### config.mk
export PLATFORM = sky130hd
export DESIGN_NAME = pixel_blur_3x3_flat
export DESIGN_NICKNAME = d
export VERILOG_FILES = /design/src/rtl/blur_pkg.sv /design/src/rtl/pixel_blur_3x3_if.sv /design/src/rtl/blur_window_3x3.sv /design/src/rtl/pixel_blur_3x3.sv /design/src/flat_wrapper.sv
export SDC_FILE = /design/constraint.sdc
export NUM_CORES = 1
export LEC_CHECK = 0
export ABC_AREA = 0
export CORE_ASPECT_RATIO = 1.5
export CORE_UTILIZATION = 33
export CTS_CLUSTER_SIZE = 30
export DETAILED_ROUTE_END_ITERATION = 10
export MAX_ROUTING_LAYER = met4
export SYNTH_ARGS = -nofsm -noshare
export SYNTH_HDL_FRONTEND = slang
export SYNTH_SLANG_ARGS = --single-unit
### constraint.sdc
create_clock -name clock -period 2.5 [get_ports clock]
set_clock_uncertainty 0.2 [all_clocks]
set_input_delay 0.25 -clock clock [delete_from_list [all_inputs] [get_ports clock]]
set_output_delay 0.25 -clock clock [all_outputs]
set_load 0.01 [all_outputs]
### src/rtl/blur_pkg.sv
// blur_pkg: shared widths, kernel weights and arithmetic helpers for the 3x3 blur
package blur_pkg;
  localparam int PIX_W = 8;
  localparam int ROW_W = 10;
  localparam int SUM_W = 12;
  localparam int K_EDGE = 1;
  localparam int K_NEAR = 2;
  localparam int ROUND = 8;
  localparam int SHIFT = 4;
  localparam int PIPE_DEPTH = 3;
  typedef logic [PIX_W-1:0] pix_t;
  typedef logic [ROW_W-1:0] row_t;
  typedef logic [SUM_W-1:0] sum_t;
  typedef struct packed {
    logic valid;
    logic line_start;
    logic frame_start;
    logic pass;
  } ctl_t;
  function automatic row_t row_sum(input pix_t a, input pix_t b, input pix_t c);
    return row_t'(a) * row_t'(K_EDGE) + row_t'(b) * row_t'(K_NEAR) + row_t'(c) * row_t'(K_EDGE);
  endfunction
  function automatic pix_t round_shift(input sum_t s);
    return pix_t'((s + sum_t'(ROUND)) >> SHIFT);
  endfunction
endpackage

### src/rtl/pixel_blur_3x3_if.sv
// pixel_blur_3x3_if: tap/strobe inputs and filtered pixel outputs of the blur
interface pixel_blur_3x3_if;
  import blur_pkg::*;
  pix_t tap_top, tap_mid, tap_bot, pixel_out;
  logic valid_in, line_start, frame_start, blur_en;
  logic valid_out, line_start_out, frame_start_out;
  modport master(
    output tap_top, tap_mid, tap_bot, valid_in, line_start, frame_start, blur_en,
    input pixel_out, valid_out, line_start_out, frame_start_out
  );
  modport slave(
    input tap_top, tap_mid, tap_bot, valid_in, line_start, frame_start, blur_en,
    output pixel_out, valid_out, line_start_out, frame_start_out
  );
endinterface

### src/rtl/blur_window_3x3.sv
// blur_window_3x3: three 3-deep column shift registers that advance only on active pixels
module blur_window_3x3 import blur_pkg::*; (
  input logic clock,
  input logic reset_n,
  input logic shift,
  input pix_t tap_top,
  input pix_t tap_mid,
  input pix_t tap_bot,
  output pix_t [2:0][2:0] win
);
  // rows 0/1/2 are top/mid/bot, column 0 holds the newest sample; gaps hold contents
  always_ff @(posedge clock or negedge reset_n)
    if (!reset_n) win <= '0;
    else if (shift) win <= {win[2][1:0], tap_bot, win[1][1:0], tap_mid, win[0][1:0], tap_top};
endmodule

### src/rtl/pixel_blur_3x3.sv
// pixel_blur_3x3: pipelined [1 2 1;2 4 2;1 2 1]/16 blur with edge and bypass pass-through
module pixel_blur_3x3 import blur_pkg::*; #(
  parameter int H_PIXELS = 1280,
  parameter int V_LINES = 1024
) (
  input logic clock,
  input logic reset_n,
  pixel_blur_3x3_if.slave bus
);
  localparam int CW = $clog2(H_PIXELS + 1);
  localparam int RW = $clog2(V_LINES + 1);
  pix_t [2:0][2:0] win;
  logic [CW-1:0] col;
  logic [RW-1:0] row;
  logic on_edge;
  ctl_t [PIPE_DEPTH-1:0] ctl;
  row_t sum_top, sum_mid, sum_bot;
  sum_t total;
  pix_t centre1, centre2;
  blur_window_3x3 u_window (
    .clock(clock),
    .reset_n(reset_n),
    .shift(bus.valid_in),
    .tap_top(bus.tap_top),
    .tap_mid(bus.tap_mid),
    .tap_bot(bus.tap_bot),
    .win(win)
  );
  // a strobe on this pixel means the counters are restarting, so the window straddles an edge
  assign on_edge = bus.line_start | bus.frame_start | (col < CW'(2)) | (row < RW'(2));
  // column position within the line, restarted by line_start and saturating at the line width
  always_ff @(posedge clock or negedge reset_n)
    if (!reset_n) col <= '0;
    else if (bus.valid_in) col <= bus.line_start ? CW'(1) : (col == CW'(H_PIXELS) ? col : col + 1'b1);
  // line index within the frame; frame_start wins over a coincident line_start
  always_ff @(posedge clock or negedge reset_n)
    if (!reset_n) row <= '0;
    else if (bus.valid_in && bus.frame_start) row <= '0;
    else if (bus.valid_in && bus.line_start && row != RW'(V_LINES)) row <= row + 1'b1;
  // control bits travel beside the data; stage 0 is captured on the window-shift edge
  always_ff @(posedge clock or negedge reset_n)
    if (!reset_n) ctl <= '0;
    else ctl <= {ctl[PIPE_DEPTH-2:0], ctl_t'{bus.valid_in, bus.valid_in & bus.line_start,
                                            bus.valid_in & bus.frame_start, ~bus.blur_en | on_edge}};
  // stage 1: horizontal weighted sums of each window row
  always_ff @(posedge clock or negedge reset_n)
    if (!reset_n) begin
      sum_top <= '0;
      sum_mid <= '0;
      sum_bot <= '0;
      centre1 <= '0;
    end else begin
      sum_top <= row_sum(win[0][0], win[0][1], win[0][2]);
      sum_mid <= row_sum(win[1][0], win[1][1], win[1][2]);
      sum_bot <= row_sum(win[2][0], win[2][1], win[2][2]);
      centre1 <= win[1][1];
    end
  // stage 2: vertical weighting into the full 12-bit kernel total
  always_ff @(posedge clock or negedge reset_n)
    if (!reset_n) begin
      total <= '0;
      centre2 <= '0;
    end else begin
      total <= sum_t'(sum_top) * sum_t'(K_EDGE) + sum_t'(sum_mid) * sum_t'(K_NEAR) + sum_t'(sum_bot) * sum_t'(K_EDGE);
      centre2 <= centre1;
    end
  // stage 3: rounded divide by 16 or the untouched centre; pixel_out holds between valid pixels
  always_ff @(posedge clock or negedge reset_n)
    if (!reset_n) begin
      bus.pixel_out <= '0;
      bus.valid_out <= 1'b0;
      bus.line_start_out <= 1'b0;
      bus.frame_start_out <= 1'b0;
    end else begin
      if (ctl[PIPE_DEPTH-1].valid) bus.pixel_out <= ctl[PIPE_DEPTH-1].pass ? centre2 : round_shift(total);
      bus.valid_out <= ctl[PIPE_DEPTH-1].valid;
      bus.line_start_out <= ctl[PIPE_DEPTH-1].line_start;
      bus.frame_start_out <= ctl[PIPE_DEPTH-1].frame_start;
    end
endmodule

### src/flat_wrapper.sv
// flat-port wrapper written by rule: the top's interface ports become plain ports
module pixel_blur_3x3_flat import blur_pkg::*;
#(
  parameter int H_PIXELS = 1280,
  parameter int V_LINES = 1024
)
  (clock, reset_n, bus_tap_top, bus_tap_mid, bus_tap_bot, bus_valid_in, bus_line_start, bus_frame_start, bus_blur_en, bus_pixel_out, bus_valid_out, bus_line_start_out, bus_frame_start_out);
  pixel_blur_3x3_if bus_i ();
  input logic clock;
  input logic reset_n;
  input wire logic [$bits(bus_i.tap_top)-1:0] bus_tap_top;
  input wire logic [$bits(bus_i.tap_mid)-1:0] bus_tap_mid;
  input wire logic [$bits(bus_i.tap_bot)-1:0] bus_tap_bot;
  input wire logic [$bits(bus_i.valid_in)-1:0] bus_valid_in;
  input wire logic [$bits(bus_i.line_start)-1:0] bus_line_start;
  input wire logic [$bits(bus_i.frame_start)-1:0] bus_frame_start;
  input wire logic [$bits(bus_i.blur_en)-1:0] bus_blur_en;
  output wire logic [$bits(bus_i.pixel_out)-1:0] bus_pixel_out;
  output wire logic [$bits(bus_i.valid_out)-1:0] bus_valid_out;
  output wire logic [$bits(bus_i.line_start_out)-1:0] bus_line_start_out;
  output wire logic [$bits(bus_i.frame_start_out)-1:0] bus_frame_start_out;
  assign bus_i.tap_top = bus_tap_top;
  assign bus_i.tap_mid = bus_tap_mid;
  assign bus_i.tap_bot = bus_tap_bot;
  assign bus_i.valid_in = bus_valid_in;
  assign bus_i.line_start = bus_line_start;
  assign bus_i.frame_start = bus_frame_start;
  assign bus_i.blur_en = bus_blur_en;
  assign bus_pixel_out = bus_i.pixel_out;
  assign bus_valid_out = bus_i.valid_out;
  assign bus_line_start_out = bus_i.line_start_out;
  assign bus_frame_start_out = bus_i.frame_start_out;
  pixel_blur_3x3 #(.H_PIXELS(H_PIXELS), .V_LINES(V_LINES)) u_core (.clock(clock), .reset_n(reset_n), .bus(bus_i));
endmodule
==> summary.txt, run 1 <==
GRT
  – Gr usage total: 13.3%
  – Total congestion overflow: 0
  – First-pass GRT wire length: 25.2 mm
  – Initial antenna violation count: 0
  – Largest net degree at the start of global routing: 68
  – Vias in the first global route: 5219

Setup path
  – CP Launch Type: register
  – Cells on worst reg2reg path: 10
  – Critical path's slowest cell: fa_1
  – Worst path cell trace: inv_2 -> fa_1 -> inv_2 -> ha_4 -> fa_2 -> a21o_1 -> a21o_1 -> buf_4 -> a211oi_2 -> o21ai_1
  – Crit end category: register
  – Crit path arrival time: 2660 ps
  – Worst-path maximum fanout: 4
  – Max incr delay on CP: 540 ps
  – Setup CP Type: reg -> reg
  – Required @ worst endpoint: 2610 ps

Place
  – Place WS: -65.2 ps
  – PortBufs: 40
  – GPL Wtd Cong: 0.803
  – Dpl hpwl: 10.4 mm

Die
  – Initial Util: 34.0%
  – Die H: 194 um
  – Total core area: 0.0239 mm2
  – IO Count: 41
  – Die span in x: 130 um
  – Rows: 69
  – Die area: 0.0252 mm2

Final layout
  – Final net count: 811
  – Layout cells sized above 1: 23.1%
  – Ant diodes: 0
  – Area Growth Syn to Fin: 21.8%

Synthesis
  – Post-synth EDFFs: 0
  – Ys flop type: dfrtp_1
  – Main area contributors after synthesis: dfrtp_1 (53%), mux2_2 (9.2%), fa_1 (8.1%)
  – Post-Synthesis Cells: 630
  – Async SR Flop Fraction: 100%
  – Cell taking the most area after synthesis: dfrtp_1
  – Top-count cell post-synth: dfrtp_1
  – Syn_area_per_cell: 12.9 um2
  – #FFs+latches synth: 172
  – Synth Net Count: 734
  – Share of the synthesized area in the top cell type: 53.0%
  – Synthesized area: 0.00812 mm2
  – Yosys warning count: 0
  – Synth cell types: 52
  – Most instantiated cells after synthesis: dfrtp_1 (172), mux2_2 (66), ha_1 (41)
  – Sequential area share after synthesis: 53.0%

Clocking
  – CTS root buf: clkbuf_16
  – Clock transition at the registers of the reported paths: 70 ps
  – CTS Buf Count: 17
  – H-tree level count: 4
  – Clock sinks: 172
  – CTS tree: built
  – Worst-Skew Late Latency: 430 ps
  – Clk buf depth: 2

Timing
  – RSZ-0062 raised after global routing: yes
  – Final period util: 102%
  – Min Tclk post-route: 2550 ps
  – Final hold violations: 0
  – Relative slew slack: 69.6%
  – Final Max Slew Viols: 0
  – Fmax: 392 MHz
  – Slew @ Worst Pin: 457 ps
  – Final setup vio count: 4
  – Worst Slack Setup Final: -49.8 ps

Power
  – Pwr per Cell Area: 1160 mW/mm2
  – Total chip power: 11500 uW
  – Worst VDD drop: 0.481 mV
  – Gate power share: 41.5%
  – Seq pwr share: 34.0%
  – Switching share of total power: 35.3%
  – Power share of the clock group: 24.5%
  – Leak pwr: 0.00428 uW
  – Internal: 7460 uW
  – Sw Pwr: 4060 uW

Detailed routing
  – Total wire length: 14.4 mm
  – Antenna Nets Post-Route: 0
  – Detailed Routing Iterations Pass 1: 4
  – Via density: 4.71
  – Post-route DRC violation count: 0
  – DR WL/cell: 13.9 um
  – 1st-iter DRT viols: 168
  – Via Count: 4895

Run
  – MaxCap Viol Count: 0

Outcome
  – Failing checks: setup timing
  – Status: finished, violations left

Worst hold path
  – Hold Path Class: in -> async
==> through the flow <==
step / area [um2] / util (%) / hold slack (ps) / setup TNS [ps] / instances
global route: 9890 / 41.4 / 135 / -763 / 1039
floorplan: 8160 / - / -246 / -6.98 / 630
detailed placement: 9110 / 38.1 / 15.9 / -205 / 998
global placement: 9110 / 38.1 / 11.9 / -32.0 / 998
finish: 9890 / 41.4 / 115 / -154 / 1039
CTS: 9790 / 40.9 / 120 / -184 / 1035
==> critical path, delay by kind of cell, from the launching register on <==
kind	cells	cell delay, ps
compound gates	4	620
fa+ha+maj	3	1020
buf+inv	3	250
flops	1	360
==> sequential cells by signal (all words and copies together) (netlist names), 8 cells and up <==
register,cells
u_core.bus.pixel_out,8
u_core.total,9
u_core.row,11
u_core.centre2,8
u_core.ctl,12
u_core.centre1,8
u_core.sum_top,10
u_core.sum_mid,10
u_core.u_window.win,72
u_core.col,11
u_core.sum_bot,10
==> power by group through the flow <==
stage / logic [uW] / registers [uW] / clock network (uW)
2_1_floorplan: 3430 / 3850 / 0
3_5_place_dp: 4550 / 3980 / 0
4_1_cts: 4610 / 3930 / 2910
3_3_place_gp: 4480 / 3980 / 0
6_report: 4780 / 3920 / 2820
5_1_grt: 5430 / 4010 / 3020
==> area by class of cell <==
type	count	area, um2
clock buffer	18	439
clock inverter	14	200
inverter	36	135
tap	319	399
multi-input combinational	408	3730
fill	2259	14000
timing repair buffer	72	686
sequential	172	4300
==> cell usage in the layout (no fill, tap or decap), types with 5 or more instances in the layout <==
master / Yosys / final
nand4_1: 9 / 9
xnor2_1: 21 / 21
mux2i_1: 5 / 5
o22ai_1: 5 / 5
inv_1: 36 / 26
mux2_2: 66 / 66
nor2b_1: 5 / 5
o21a_1: 9 / 9
inv_2: 0 / 10
fa_1: 33 / 29
a21o_1: 13 / 13
clkbuf_16: 0 / 17
clkdlybuf4s50_1: 0 / 38
nand2_1: 30 / 30
xor2_1: 14 / 14
dfrtp_1: 172 / 172
nand3_1: 24 / 24
buf_4: 1 / 27
nor2_1: 24 / 24
o21ai_1: 5 / 5
a21oi_1: 19 / 17
ha_1: 41 / 38
o21ai_0: 19 / 19
nor3_1: 12 / 12
==> per-layer routing <==
layer / vias to the layer above / wire (um) / track usage, %
met5: - / 0 / -
met4: 0 / 375 / 6.29
met3: 23 / 321 / 2.70
met2: 45 / 7870 / 22.3
met1: 2452 / 5840 / 14.8
li1: 2375 / - / -
==> cell families (layout without fill, tap and decap cells) <==
family | count (synthesis) | after routing | synth area share (%)
AND/OR/NAND/NOR | 125 | 125 | 7.94
XOR/XNOR | 35 | 35 | 3.78
multiplexers | 71 | 71 | 9.77
buffers and inverters | 50 | 140 | 2.47
flip-flops | 172 | 172 | 53.0
AO/OA/AOI/OAI | 103 | 103 | 8.58
adder cells (fa/ha/maj) | 74 | 74 | 14.5
==> path summary, 6_finish.rpt <==
check	startpoint	endpoint	slack, ps
worst max-delay path	u_core.u_window.win[25]	u_core.sum_mid[9]	-50
worst min-delay path	reset_n	u_core.bus.line_start_out	110
worst max register to register	u_core.u_window.win[25]	u_core.sum_mid[9]	-50
worst min register to register	u_core.ctl[9]	u_core.bus.frame_start_out	150
max in group asynchronous	reset_n	u_core.centre1[4]	1310
min in group clock	u_core.ctl[9]	u_core.bus.frame_start_out	150
==> repair_timing <==
action	4_1_cts	5_1_grt
cloned	0	0
resized for setup	8	17
hold buffers	2	0
hold endpoints to repair	144	0
buffers inserted	3	4
pin swaps	9	13
endpoints found under the setup margin	6	16
Note: power is estimated with default switching activity, not from simulation.
==> inputs of run 2 (changes only) <==
--- a/config.mk
+++ b/config.mk
@@ -6,7 +6,9 @@
 export NUM_CORES = 1
 export LEC_CHECK = 0
 export ABC_AREA = 0
+export CAP_MARGIN = 15
 export CORE_ASPECT_RATIO = 1.5
+export CORE_MARGIN = 5
 export CORE_UTILIZATION = 33
 export CTS_CLUSTER_SIZE = 30
 export DETAILED_ROUTE_END_ITERATION = 10
==> run 2 against run 1 <==
Highest routed layer unchanged; sequential cell count did not move; global-route usage fell by 1.8 points; non-clock buffer count fell by 2; wire length rose by 0.51%; critical endpoint is now u_core.sum_top[7]; the flow still finishes with violations (setup timing); register-to-register slack barely moved; critical path depth fell by 1; sequential share of layout area rose by 0.29 points.
==> summary.txt, run 2 (synthesized netlist as in run 1, its figures left out) <==
Detailed routing
  – 1st-iter DRT viols: 195
  – Antenna Nets Post-Route: 0
  – Detailed Routing Iterations Pass 1: 4
  – DR WL/cell: 13.9 um
  – Post-route DRC violation count: 0
  – Via Count: 4839
  – Via density: 4.64
  – Total wire length: 14.5 mm

GRT
  – Gr usage total: 11.4%
  – Total congestion overflow: 0
  – Vias in the first global route: 5270
  – First-pass GRT wire length: 25.3 mm
  – Largest net degree at the start of global routing: 56
  – Initial antenna violation count: 1

Setup path
  – Crit path arrival time: 2690 ps
  – Worst-path maximum fanout: 4
  – Worst r2r src: u_core.u_window.win[1]
  – Required @ worst endpoint: 2650 ps
  – Critical path's slowest cell: fa_1
  – Worst path cell trace: inv_2 -> fa_1 -> inv_2 -> ha_4 -> fa_2 -> a21o_1 -> a21o_1 -> a2111o_1 -> nand3_1
  – Crit path launch: u_core.u_window.win[1]
  – Cells on worst reg2reg path: 9
  – Setup CP Type: reg -> reg
  – Max incr delay on CP: 550 ps
  – Crit end category: register
  – CP Launch Type: register

Die
  – Die H: 202 um
  – Die area: 0.0279 mm2
  – Total core area: 0.0243 mm2
  – Die span in x: 138 um
  – IO Count: 41
  – Initial Util: 33.3%
  – Rows: 70

Clocking
  – Clk buf depth: 2
  – CTS tree: built
  – Clock transition at the registers of the reported paths: 60 ps
  – Clock sinks: 172
  – H-tree level count: 4
  – Worst-Skew Late Latency: 420 ps
  – CTS root buf: clkbuf_16
  – CTS Buf Count: 17

Power
  – Worst VDD drop: 0.428 mV
  – Pwr per Cell Area: 1140 mW/mm2
  – Leak pwr: 0.00424 uW

Outcome
  – Failing checks: setup timing
  – Status: finished, violations left

Timing
  – Final hold violations: 0
  – Final Max Slew Viols: 0
  – Final period util: 101%
  – Final setup vio count: 2
  – RSZ-0062 raised after global routing: yes
  – Fmax: 394 MHz
  – Worst Slack Setup Final: -36.4 ps
  – Min Tclk post-route: 2540 ps
  – Slew @ Worst Pin: 547 ps
  – Relative slew slack: 63.5%

Final layout
  – Area Growth Syn to Fin: 21.0%
  – Largest Register: u_core.u_window.win
  – Cell area after layout: 0.00983 mm2
  – Final net count: 809
  – Commonest non-fill, non-tap cell in the layout: dfrtp_1
  – Final core area utilization: 40.4%
  – Layout cells sized above 1: 22.7%
  – Number of flip-flops in the largest register: 72
  – Most frequent cells in the layout: dfrtp_1 (172), mux2_2 (66), clkdlybuf4s50_1 (38), ha_1 (37), nand2_1 (30)
  – Largest registers: u_core.u_window.win: 72 flops, u_core.ctl: 12 flops

Place
  – GPL Wtd Cong: 0.820
  – PortBufs: 40
  – Dpl hpwl: 10.8 mm
  – Placed inst area: 0.00911 mm2

Worst hold path
  – Hold Path Stages: 3
  – Worst Hold Launch: bus_valid_in
  – Hold Path Class: in -> reg

Run
  – MaxCap Viol Count: 0
run 2: cell count changes in the layout (fill, tap and decap cells not counted), sizes merged:
cell         delta
inv             -4
clkinv          +2
clkbuf          +4
buf             -1
clkinvlp        -1
bufinv          -1
dlygate4sd3     -1
diode           +1
run 2: cell type report:
type | instances | area (um2)
multi-input cells | 408 | 3720
fillers | 2396 | 14500
diodes | 1 | 2.50
clock inverters | 10 | 130
well taps | 324 | 405
repair buffers | 70 | 664
flip-flops and latches | 172 | 4300
clock buffers | 22 | 464
inverters | 36 | 135
run 2: final timing paths:
kind	to	slack, ps
max	u_core.sum_top[7]	-40
min	u_core.u_window.win[25]	50
max reg2reg	u_core.sum_top[7]	-40
min reg2reg	u_core.centre2[2]	150
max in group asynchronous	u_core.bus.pixel_out[0]	1280
min in group asynchronous	u_core.bus.line_start_out	170
run 2: per-stage QoR:
stage	hold slack (ps)	setup slack (ps)	instances	total power, uW	setup TNS, ps
2_1_floorplan	-246	-6.98	630	7280	-6.98
3_3_place_gp	61.1	-42.3	1002	8460	-88.6
3_5_place_dp	61.6	-69.6	1002	8540	-251
4_1_cts	22.2	-74.1	1039	11300	-127
5_1_grt	72.5	-123	1043	12200	-385
6_report	53.9	-36.4	1043	11200	-52.4
run 2: critical path, delay by kind of cell (launching register included):
kind / cells / cell delay, ps
adder cells (fa/ha/maj): 3 / 1030
AND/OR/NAND/NOR: 1 / 70
flip-flops: 1 / 350
AO/OA/AOI/OAI: 3 / 730
buffers and inverters: 2 / 100
run 2: per-layer routing:
metal	share of wire (%)	global-route usage, %	vias up
li1	-	-	2377
met1	40	12.2	2412
met2	56	20.9	40
met3	1.8	2.18	10
met4	1.5	4.24	0
met5	0	-	-
run 2: power by group:
| group | internal [uW] | switching [uW] |
|---|---|---|
| Clock | 1540 | 1070 |
| Combinational | 2330 | 2370 |
| Sequential | 3460 | 462 |
run 2: repair_timing:
| item | 4_1_cts | 5_1_grt |
|---|---|---|
| buffers inserted | 4 | 3 |
| pin swaps | 9 | 17 |
| endpoints found under the hold margin | 51 | 0 |
| resized for setup | 9 | 15 |
| hold buffers | 1 | 0 |
| endpoints found under the setup margin | 6 | 16 |
==> inputs of run 3 (changes only) <==
--- a/config.mk
+++ b/config.mk
@@ -12,6 +12,7 @@
 export CORE_UTILIZATION = 33
 export CTS_CLUSTER_SIZE = 30
 export DETAILED_ROUTE_END_ITERATION = 10
+export GPL_TIMING_DRIVEN = 0
 export MAX_ROUTING_LAYER = met4
 export SYNTH_ARGS = -nofsm -noshare
 export SYNTH_HDL_FRONTEND = slang
==> run 3 against run 2 <==
The flow still finishes with violations (setup timing); non-clock buffer count decreased by 1; sequential share of layout area increased by 0.33 points; clock power decreased by 4%; final area decreased by 0.71%; first-iteration DRC count decreased by 35%; via count increased by 1.1%.
==> summary.txt, run 3 (synthesized netlist as in run 1, its figures left out) <==
Setup path
  – Critical Path End: u_core.sum_top[7]
  – Crit path arrival time: 2750 ps
  – Required @ worst endpoint: 2660 ps
  – Max incr delay on CP: 550 ps
  – Worst path cell trace: inv_2 -> fa_1 -> inv_2 -> ha_4 -> fa_2 -> a21o_1 -> a21o_1 -> a2111o_1 -> nand3_1
  – Setup CP Type: reg -> reg
  – Reg-to-Reg End: u_core.sum_top[7]
  – Crit path launch: u_core.u_window.win[17]
  – Worst-path maximum fanout: 4
  – Worst r2r src: u_core.u_window.win[17]
  – Crit end category: register
  – Cells on worst reg2reg path: 9
  – Critical path's slowest cell: fa_1
  – CP Launch Type: register
  – Reg2reg setup slack: -90 ps

Timing
  – Worst Slack Setup Final: -86.2 ps
  – Final setup vio count: 4
  – RSZ-0062 raised after global routing: yes
  – Final period util: 103%
  – Final hold violations: 0
  – Relative slew slack: 56.9%
  – Worst Hold Slack: 148 ps
  – Fmax: 387 MHz
  – Min Tclk post-route: 2590 ps
  – Final Max Slew Viols: 0
  – Slew @ Worst Pin: 647 ps

Final layout
  – Largest registers: u_core.u_window.win: 72 flops, u_core.ctl: 12 flops
  – Cell area after layout: 0.00976 mm2
  – Largest Register: u_core.u_window.win
  – Final net count: 808
  – Area Growth Syn to Fin: 20.2%
  – Filler Cells Inserted: 2391
  – Layout cells sized above 1: 22.1%
  – Commonest non-fill, non-tap cell in the layout: dfrtp_1
  – Ant diodes: 0
  – Number of flip-flops in the largest register: 72
  – Most frequent cells in the layout: dfrtp_1 (171), mux2_2 (66), clkdlybuf4s50_1 (39), ha_1 (38)

Clocking
  – CTS tree: built
  – CTS Buf Count: 17
  – CTS root buf: clkbuf_16
  – H-tree level count: 4
  – Worst-Skew Late Latency: 430 ps
  – Clk buf depth: 2
  – Clock sinks: 172
  – Clock transition at the registers of the reported paths: 60 ps

Detailed routing
  – Post-route DRC violation count: 0
  – Detailed Routing Iterations Pass 1: 4
  – Total wire length: 15.2 mm
  – Via Count: 4891
  – 1st-iter DRT viols: 126
  – Antenna Nets Post-Route: 0
  – DR WL/cell: 14.6 um
  – Via density: 4.70

GRT
  – Largest net degree at the start of global routing: 89
  – Total congestion overflow: 0
  – Vias in the first global route: 5282
  – Initial antenna violation count: 0
  – First-pass GRT wire length: 26.2 mm
  – Gr usage total: 12.1%

Power
  – Leak pwr: 0.00421 uW
  – Worst VDD drop: 0.442 mV
  – Pwr per Cell Area: 1140 mW/mm2

Outcome
  – Status: finished, violations left
  – Failing checks: setup timing

Die
  – Initial Util: 33.3%
  – Die span in x: 138 um
  – IO Count: 41
  – Die H: 202 um
  – Rows: 70
  – Die area: 0.0279 mm2
  – Total core area: 0.0243 mm2

Worst hold path
  – Hold Path Class: reg -> reg

Run
  – MaxCap Viol Count: 0

Place
  – Dpl hpwl: 11.1 mm
  – Placed inst area: 0.00900 mm2
  – GPL Wtd Cong: 0.830
  – PortBufs: 40
[run 3: cell types whose count changed in the layout (fill, tap and decap cells not counted), moves of 2 or more]
cell,previous run,this run
clkbuf_1,3,7
buf_4,27,11
buf_2,0,7
buf_12,3,0
buf_6,1,3
clkinv_4,3,6
clkinv_2,0,2
[run 3: worst min path at each step]
stage	start	endpoint	slack [ps]	cells after the start
after floorplan	reset_n	u_core.bus.frame_start_out	-250	0
after global placement	u_core.centre1[2]	u_core.centre2[2]	130	0
after detailed placement	reset_n	u_core.ctl[10]	90	1
after CTS	bus_blur_en	u_core.ctl[0]	140	2
after global routing	bus_blur_en	u_core.ctl[0]	150	2
final	u_core.ctl[0]	u_core.ctl[4]	150	0
[run 3: area by class of cell]
class / count / area [um2] / share of cell area (%)
inverters: 36 / 135 / 1.39
clock buffers: 19 / 443 / 4.54
clock inverters: 12 / 118 / 1.21
multi-input cells: 408 / 3730 / 38.3
well taps: 324 / 405 / 4.16
flip-flops and latches: 172 / 4310 / 44.1
plain buffers: 14 / 65.1 / 0.667
repair buffers: 55 / 552 / 5.66
[run 3: per-stage QoR]
step,setup TNS (ps),instances,setup slack [ps],total power (uW),utilization [%]
2_1_floorplan,-6.98,630,-6.98,7280,-
3_3_place_gp,-1061240,994,-6190,8290,36.8
3_5_place_dp,-700,995,-153,8360,37.0
4_1_cts,-460,1034,-117,11100,39.6
5_1_grt,-1040,1040,-204,12000,40.1
6_report,-265,1040,-86.2,11100,40.1
[run 3: per-layer routing]
metal / part of all wire, % / vias to the layer above / global-route usage, % / wire length [um]
met3: 1.7 / 23 / 2.15 / 256
met2: 57 / 47 / 21.8 / 8580
met1: 39 / 2454 / 13.0 / 5990
met4: 2.4 / 0 / 4.87 / 359
li1: - / 2367 / - / -
met5: 0 / - / - / 0
[run 3: critical path: cells and delay by family, from the launching register on]
kind | cells | cell delay [ps]
AO/OA/AOI/OAI | 3 | 780
AND/OR/NAND/NOR | 1 | 70
buffers and inverters | 2 | 90
adder cells (fa/ha/maj) | 3 | 1040
flip-flops | 1 | 330
[run 3: where the power goes]
group	total, uW	switching (uW)	internal [uW]
Clock	2510	1110	1400
Sequential	3910	456	3460
Combinational	4660	2390	2280
[run 3: timing repair]
item / 4_1_cts / 5_1_grt
pin swaps: 14 / 11
setup buffers: 7 / 6
resized for setup: 15 / 14
endpoints found under the hold margin: 84 / 0
setup endpoints to repair: 7 / 14
hold buffers: 1 / 0
